## config.mk

```make
export PLATFORM = sky130hd
export DESIGN_NAME = tile_scanout
export DESIGN_NICKNAME = d
export VERILOG_FILES = /design/src/rtl/scanout_pkg.sv /design/src/rtl/scanout_timing.sv /design/src/rtl/tile_scanout.sv
export SDC_FILE = /design/constraint.sdc
export NUM_CORES = 1
export LEC_CHECK = 0
export ABC_CLOCK_PERIOD_IN_PS = 6100
export BUFFER_PORTS_ARGS = -buffer_cell sky130_fd_sc_hd__buf_2
export CORE_AREA = 3 3 329 331
export DETAILED_ROUTE_END_ITERATION = 6
export DIE_AREA = 0 0 332 334
export GPL_TIMING_DRIVEN = 0
export PLACE_DENSITY_LB_ADDON = 0.1
export SLEW_MARGIN = 20
export SYNTH_ARGS = -nofsm -noshare
export SYNTH_HDL_FRONTEND = slang
export SYNTH_SLANG_ARGS = --single-unit
```

## constraint.sdc

```tcl
create_clock -name clk -period 6.1 [get_ports clk]
set_input_delay 1.22 -clock clk [delete_from_list [all_inputs] [get_ports clk]]
set_output_delay 1.22 -clock clk [all_outputs]
set_load 0.02 [all_outputs]
```

## src/rtl/scanout_pkg.sv

```systemverilog
// Shared timing defaults and helpers for the tiled frame-buffer scan-out path.
package scanout_pkg;

  localparam int DEF_H_ACT  = 576;
  localparam int DEF_H_FP   = 16;
  localparam int DEF_H_SYNC = 56;
  localparam int DEF_H_BP   = 72;
  localparam int DEF_V_ACT  = 432;
  localparam int DEF_V_FP   = 3;
  localparam int DEF_V_SYNC = 4;
  localparam int DEF_V_BP   = 11;

  // Pin level for a sync pulse; pol=1 means the pulse is driven high.
  function automatic logic sync_level(input logic active, input logic pol);
    sync_level = pol ? active : ~active;
  endfunction

  // Pixel index inside a tile word: row-major, rows of 2**tw_log2 pixels.
  function automatic int unsigned pix_index(input int unsigned off_x,
                                            input int unsigned off_y,
                                            input int unsigned tw_log2);
    pix_index = (off_y << tw_log2) + off_x;
  endfunction

endpackage

```

## src/rtl/scanout_timing.sv

```systemverilog
// Free-running H/V raster counters with sync decode and frame-boundary strobes.
module scanout_timing
  import scanout_pkg::*;
#(
  parameter int H_ACT  = DEF_H_ACT,
  parameter int H_FP   = DEF_H_FP,
  parameter int H_SYNC = DEF_H_SYNC,
  parameter int H_BP   = DEF_H_BP,
  parameter int V_ACT  = DEF_V_ACT,
  parameter int V_FP   = DEF_V_FP,
  parameter int V_SYNC = DEF_V_SYNC,
  parameter int V_BP   = DEF_V_BP,
  parameter int HW     = $clog2(H_ACT + H_FP + H_SYNC + H_BP),
  parameter int VW     = $clog2(V_ACT + V_FP + V_SYNC + V_BP)
) (
  input  logic          clk,
  input  logic          rst,
  output logic [HW-1:0] cnt_h,
  output logic [VW-1:0] cnt_v,
  output logic          active,
  output logic          hs_on,
  output logic          vs_on,
  output logic          frame_first,
  output logic          frame_last
);

  localparam int H_TOT = H_ACT + H_FP + H_SYNC + H_BP;
  localparam int V_TOT = V_ACT + V_FP + V_SYNC + V_BP;

  logic [31:0] h32;
  logic [31:0] v32;
  logic        h_wrap;
  logic        v_wrap;

  assign h32    = 32'(cnt_h);
  assign v32    = 32'(cnt_v);
  assign h_wrap = (h32 == H_TOT - 1);
  assign v_wrap = (v32 == V_TOT - 1);

  always_ff @(posedge clk or posedge rst) begin
    if (rst) begin
      cnt_h <= '0;
      cnt_v <= '0;
    end else if (h_wrap) begin
      cnt_h <= '0;
      cnt_v <= v_wrap ? '0 : cnt_v + VW'(1);
    end else begin
      cnt_h <= cnt_h + HW'(1);
    end
  end

  assign active      = (h32 < H_ACT) && (v32 < V_ACT);
  assign hs_on       = (h32 >= H_ACT + H_FP) && (h32 < H_ACT + H_FP + H_SYNC);
  assign vs_on       = (v32 >= V_ACT + V_FP) && (v32 < V_ACT + V_FP + V_SYNC);
  assign frame_first = (h32 == 0) && (v32 == 0);
  // Scroll registers load here so a whole frame sees one scroll value.
  assign frame_last  = h_wrap && v_wrap;

endmodule

```

## src/rtl/tile_scanout.sv

```systemverilog
// Tiled frame-buffer scan-out: scroll latch, tile addressing, 3-stage pixel pipeline.
// Define TILE_SCANOUT_BORDER_EN to paint active pixels outside the tile area with border_rgb.
module tile_scanout
  import scanout_pkg::*;
#(
  parameter int CH_BITS  = 4,
  parameter int TW_LOG2  = 3,
  parameter int TH_LOG2  = 3,
  parameter int TILES_X  = 72,
  parameter int TILES_Y  = 54,
  parameter int XB       = 7,
  parameter int YB       = 6,
  parameter int H_ACT    = DEF_H_ACT,
  parameter int H_FP     = DEF_H_FP,
  parameter int H_SYNC   = DEF_H_SYNC,
  parameter int H_BP     = DEF_H_BP,
  parameter int V_ACT    = DEF_V_ACT,
  parameter int V_FP     = DEF_V_FP,
  parameter int V_SYNC   = DEF_V_SYNC,
  parameter int V_BP     = DEF_V_BP,
  parameter int SYNC_POL = 0
) (
  input  logic                                              clk,
  input  logic                                              rst,
  input  logic [15:0]                                       scroll_x,
  input  logic [15:0]                                       scroll_y,
  input  logic [3*CH_BITS-1:0]                              border_rgb,
  output logic [XB+YB-1:0]                                  mem_addr,
  input  logic [3*(2**(TW_LOG2+TH_LOG2))*CH_BITS-1:0]       mem_rdata,
  output logic [CH_BITS-1:0]                                red,
  output logic [CH_BITS-1:0]                                green,
  output logic [CH_BITS-1:0]                                blue,
  output logic                                              sync_h,
  output logic                                              sync_v,
  output logic                                              disp_en,
  output logic                                              frame_start
);

  localparam int LW  = TW_LOG2 + TH_LOG2;
  localparam int TP  = 2 ** LW;
  localparam int FLD = TP * CH_BITS;
  localparam int W   = TILES_X << TW_LOG2;
  localparam int HPX = TILES_Y << TH_LOG2;
  localparam int HW  = $clog2(H_ACT + H_FP + H_SYNC + H_BP);
  localparam int VW  = $clog2(V_ACT + V_FP + V_SYNC + V_BP);

  logic [HW-1:0] cnt_h;
  logic [VW-1:0] cnt_v;
  logic          active;
  logic          hs_on;
  logic          vs_on;
  logic          frame_first;
  logic          frame_last;

  scanout_timing #(
    .H_ACT (H_ACT),  .H_FP (H_FP),  .H_SYNC (H_SYNC),  .H_BP (H_BP),
    .V_ACT (V_ACT),  .V_FP (V_FP),  .V_SYNC (V_SYNC),  .V_BP (V_BP),
    .HW    (HW),     .VW   (VW)
  ) u_timing (
    .clk         (clk),
    .rst         (rst),
    .cnt_h       (cnt_h),
    .cnt_v       (cnt_v),
    .active      (active),
    .hs_on       (hs_on),
    .vs_on       (vs_on),
    .frame_first (frame_first),
    .frame_last  (frame_last)
  );

  logic [15:0] scx;
  logic [15:0] scy;

  // Out-of-range scroll would break the single-subtract wrap below, so it loads as 0.
  always_ff @(posedge clk or posedge rst) begin
    if (rst) begin
      scx <= '0;
      scy <= '0;
    end else if (frame_last) begin
      scx <= (32'(scroll_x) >= W)   ? '0 : scroll_x;
      scy <= (32'(scroll_y) >= HPX) ? '0 : scroll_y;
    end
  end

  logic [31:0]        sum_x;
  logic [31:0]        sum_y;
  logic [31:0]        sx;
  logic [31:0]        sy;
  logic [XB-1:0]      tile_x;
  logic [YB-1:0]      tile_y;
  logic [TW_LOG2-1:0] off_x;
  logic [TH_LOG2-1:0] off_y;
  logic               in_mem;

  assign sum_x  = 32'(cnt_h) + 32'(scx);
  assign sum_y  = 32'(cnt_v) + 32'(scy);
  assign sx     = (sum_x >= W)   ? sum_x - W   : sum_x;
  assign sy     = (sum_y >= HPX) ? sum_y - HPX : sum_y;
  assign tile_x = sx[TW_LOG2 +: XB];
  assign tile_y = sy[TH_LOG2 +: YB];
  assign off_x  = sx[TW_LOG2-1:0];
  assign off_y  = sy[TH_LOG2-1:0];
  // The tile-area test uses unscrolled screen position: scrolling moves content, not the border.
  assign in_mem = active && (32'(cnt_h) < W) && (32'(cnt_v) < HPX);

  // Bit 0 of each delay line lines up with S1, bit 1 with S2, bit 2 with the pins.
  logic [2:0] de_d;
  logic [2:0] hs_d;
  logic [2:0] vs_d;
  logic [2:0] fs_d;

  always_ff @(posedge clk or posedge rst) begin
    if (rst) begin
      de_d <= '0;
      hs_d <= '0;
      vs_d <= '0;
      fs_d <= '0;
    end else begin
      de_d <= {de_d[1:0], active};
      hs_d <= {hs_d[1:0], hs_on};
      vs_d <= {vs_d[1:0], vs_on};
      fs_d <= {fs_d[1:0], frame_first};
    end
  end

  logic [TW_LOG2-1:0] s1_off_x;
  logic [TH_LOG2-1:0] s1_off_y;
  logic               s1_in_mem;
  logic [TW_LOG2-1:0] s2_off_x;
  logic [TH_LOG2-1:0] s2_off_y;
  logic               s2_in_mem;

  always_ff @(posedge clk or posedge rst) begin
    if (rst) begin
      mem_addr  <= '0;
      s1_off_x  <= '0;
      s1_off_y  <= '0;
      s1_in_mem <= 1'b0;
      s2_off_x  <= '0;
      s2_off_y  <= '0;
      s2_in_mem <= 1'b0;
    end else begin
      mem_addr  <= {tile_x, tile_y};
      s1_off_x  <= off_x;
      s1_off_y  <= off_y;
      s1_in_mem <= in_mem;
      s2_off_x  <= s1_off_x;
      s2_off_y  <= s1_off_y;
      s2_in_mem <= s1_in_mem;
    end
  end

  logic [LW-1:0]        loc;
  logic [3*CH_BITS-1:0] pix_rgb;

  // mem_rdata packs {blues, greens, reds}; pix_rgb is ordered {r, g, b}.
  always_comb begin
    loc     = LW'(pix_index(32'(s2_off_x), 32'(s2_off_y), TW_LOG2));
    pix_rgb = '0;
    if (de_d[1] && s2_in_mem) begin
      pix_rgb = {mem_rdata[32'(loc)*CH_BITS +: CH_BITS],
                 mem_rdata[FLD + 32'(loc)*CH_BITS +: CH_BITS],
                 mem_rdata[2*FLD + 32'(loc)*CH_BITS +: CH_BITS]};
    end
`ifdef TILE_SCANOUT_BORDER_EN
    else if (de_d[1]) begin
      pix_rgb = border_rgb;
    end
`endif
  end

  always_ff @(posedge clk or posedge rst) begin
    if (rst) begin
      red   <= '0;
      green <= '0;
      blue  <= '0;
    end else begin
      {red, green, blue} <= pix_rgb;
    end
  end

  assign sync_h      = sync_level(hs_d[2], SYNC_POL != 0);
  assign sync_v      = sync_level(vs_d[2], SYNC_POL != 0);
  assign disp_en     = de_d[2];
  assign frame_start = fs_d[2];

  logic unused_bits;
`ifdef TILE_SCANOUT_BORDER_EN
  assign unused_bits = &{1'b0, sx[31:TW_LOG2+XB], sy[31:TH_LOG2+YB]};
`else
  assign unused_bits = &{1'b0, sx[31:TW_LOG2+XB], sy[31:TH_LOG2+YB], border_rgb};
`endif

endmodule

```

==> reports/metrics.csv <==
metric,value,unit
grt_pass1_vias,12789,
remaining_drc_errors,0,
initial_core_util,10.34,%
syn_inst,801,
cp.arrival,4.23,ns
synth_area_per_cell,13.60,µm²
clk_latency,0.39,ns
cts_buffers,9,
cellLeakagePower,7.559,nW
fin_total_pwr,1.854,mW
cts_root_buffer,clkbuf_16,
startpoint_type,flip-flop,
antenna_found_initial,33,
fin_crit_sh,64.99,%
criticalPathCategory,flip-flop to flip-flop,
cts_buffer_depth,2,
setup-violations-final,0,
synth_area_leaders,"mux4_2 52%, dfrtp_1 23%, ha_1 3.1%, nand3_1 1.9%, nand2_1 1.8%",
async_flop_share,100.0,%
instances_no_fill,3053,
detail-route-antenna-nets,0,
power_density,107.2,nW/µm²
yosysTopAreaCell,mux4_2,
required,6.36,ns
r2r-start,u_timing.cnt_v[2],
worst_slew_pin_slew,1.079,ns
wl_per_cell,32.91,µm
final_cell_area,17290,µm²
grt_max_degree,59,
place_congestion,0.9108,
fp.coreArea,105400,µm²
path_clk_slew,0.09,ns
tns,0,ns
dieWidth,332,µm
synth-seq-cells,100,
drtPass1Iterations,6,
crit_path_end_kind,flip-flop,
maxCapViolations,0,
finalNetCount,2490,
die_h,334,µm
cts_resized,0,
period_needed,3.964,ns
area_growth,58.70,%
place_inst,3027,
tritoncts,built,
synth_edf_count,0,
yosysUniqueCellTypes,54,
max_freq,0.2523,GHz
fp-row-count,119,
crit_fanout,9,
final_util,16.40,%
avgViaCountPerCell,3.977,
dieArea,110900,µm²
hold_buffers,0,
ys_warn_count,0,
holdPathEnd,fs_d[2],
rsz0062_at_grt,false,
peakVddDrop,138.9,µV
htreeDepth,3,
slew_headroom,28.09,%
synth_top_area_share,52.09,%
synthFlopType,dfrtp_1,
grt_remaining_overflow,0,
final-max-slew-violation-count,0,
synth_area,10900,µm²
hp-class,flip-flop to flip-flop,
hold_start,fs_d[1],
routed_wl,100.5,mm
grt.total_usage,17.43,%
drt_iter0_drc,699,
r2r_slack,2.14,ns
io_buffers,830,
post-dp-hpwl,88.40,mm
io_pins,843,
whs_path_depth,0,
postPlaceCellArea,16940,µm²
drive_above_1_share,70.10,%
reg2reg_depth,11,
worst_clock_skew,0.01894,ns
syn_nets,1644,
r2r-end,mem_addr[2],
final-hold-violation-count,0,
cts.sinks,100,
grt_pass1_wl,128.4,mm
vias,12143,
synth-seq-area-share,22.97,%
status,"complete, no violations",
cts_setup_buffers,0,
-- cell usage in the layout, fill, tap and decap left out, types with 20 or more instances in the layout --
| master | count |
|---|---|
| mux4_2 | 252 |
| buf_2 | 857 |
| clkbuf_1 | 27 |
| and2_1 | 27 |
| ha_1 | 27 |
| dfrtp_1 | 100 |
| inv_1 | 20 |
| nand2_1 | 52 |
| nor2_1 | 27 |
| nand3_1 | 41 |
-- how the worst max path moves through the flow --
| stage | startpoint | end | slack (ns) | cells past startpoint |
|---|---|---|---|---|
| after detailed placement | u_timing.cnt_v[0] | mem_addr[2] | 2.10 | 11 |
| after global placement | rst | green[3] | 0.17 | 2 |
| final | u_timing.cnt_v[2] | mem_addr[2] | 2.14 | 11 |
| after CTS | u_timing.cnt_v[2] | mem_addr[2] | 2.05 | 11 |
| after global routing | u_timing.cnt_v[1] | mem_addr[2] | 1.82 | 11 |
| after floorplan | rst | blue[0] | 2.26 | 1 |
-- registers in the layout (all words and copies together), names as in the netlist, 4 cells and up --
register and flops:
scx 16, scy 16, mem_addr 13, u_timing.cnt_h 10, u_timing.cnt_v 9, blue 4, green 4, red 4
-- per-layer routing --
metal	up-vias	track usage, %	wire [µm]
met1	6393	20.92	40060
met3	68	3.761	5871
li1	5082	-	-
met5	-	0	60
met4	8	2.569	1353
met2	592	32.36	53120
-- stage by stage --
stage	setup slack [ns]	hold slack, ns
5_1_grt	1.824	0.3620
3_5_place_dp	2.100	0.3395
3_3_place_gp	0.1666	0.3368
6_report	2.136	0.3534
2_1_floorplan	2.261	0.3312
4_1_cts	2.052	0.3573
-- layout make-up --
class,count,area [µm²]
Antenna cell,10,25.02
Buffer,67,299.0
Clock buffer,11,252.7
Clock inverter,5,65.06
Fill cell,11853,88120
Inverter,21,83.83
Multi-Input combinational cell,613,8039
Sequential cell,100,2502
Tap cell,1391,1740
Timing Repair Buffer,835,4284
-- cell usage after synthesis, types with 18 or more instances --
master	number
o21ai_0	18
mux4_2	252
nand3_1	41
a21oi_1	19
buf_2	22
and2_1	27
clkbuf_1	37
nand2_1	52
xnor2_1	18
dfrtp_1	100
ha_1	27
nor2_1	27
inv_1	21
-- power by group --
| part | switching, mW | internal [mW] | leakage [nW] | total (mW) |
|---|---|---|---|---|
| combinational | 0.216 | 0.302 | 6.25 | 0.518 |
| sequential | 0.00322 | 0.666 | 1.15 | 0.669 |
| clock | 0.320 | 0.347 | 0.157 | 0.667 |
| total | 0.540 | 1.31 | 7.56 | 1.85 |
-- kinds of logic after synthesis --
group           synth area share, %
flops                         22.97
fa+ha+maj                     3.468
mux                           52.40
xor+xnor                      2.090
buf+inv                       3.296
simple gates                  9.773
compound gates                6.006
-- worst max-delay path, stage by stage (launching register included) --
cell	delay, ns
dfrtp_1	0.50
ha_1	0.41
o21a_1	0.24
a211o_1	0.34
a211oi_1	0.41
ha_1	0.25
inv_1	0.08
or3_1	0.30
or3_1	0.37
a2111oi_2	0.44
nor3_1	0.16
mux2_2	0.34
Power figures use the tool's default switching activity.
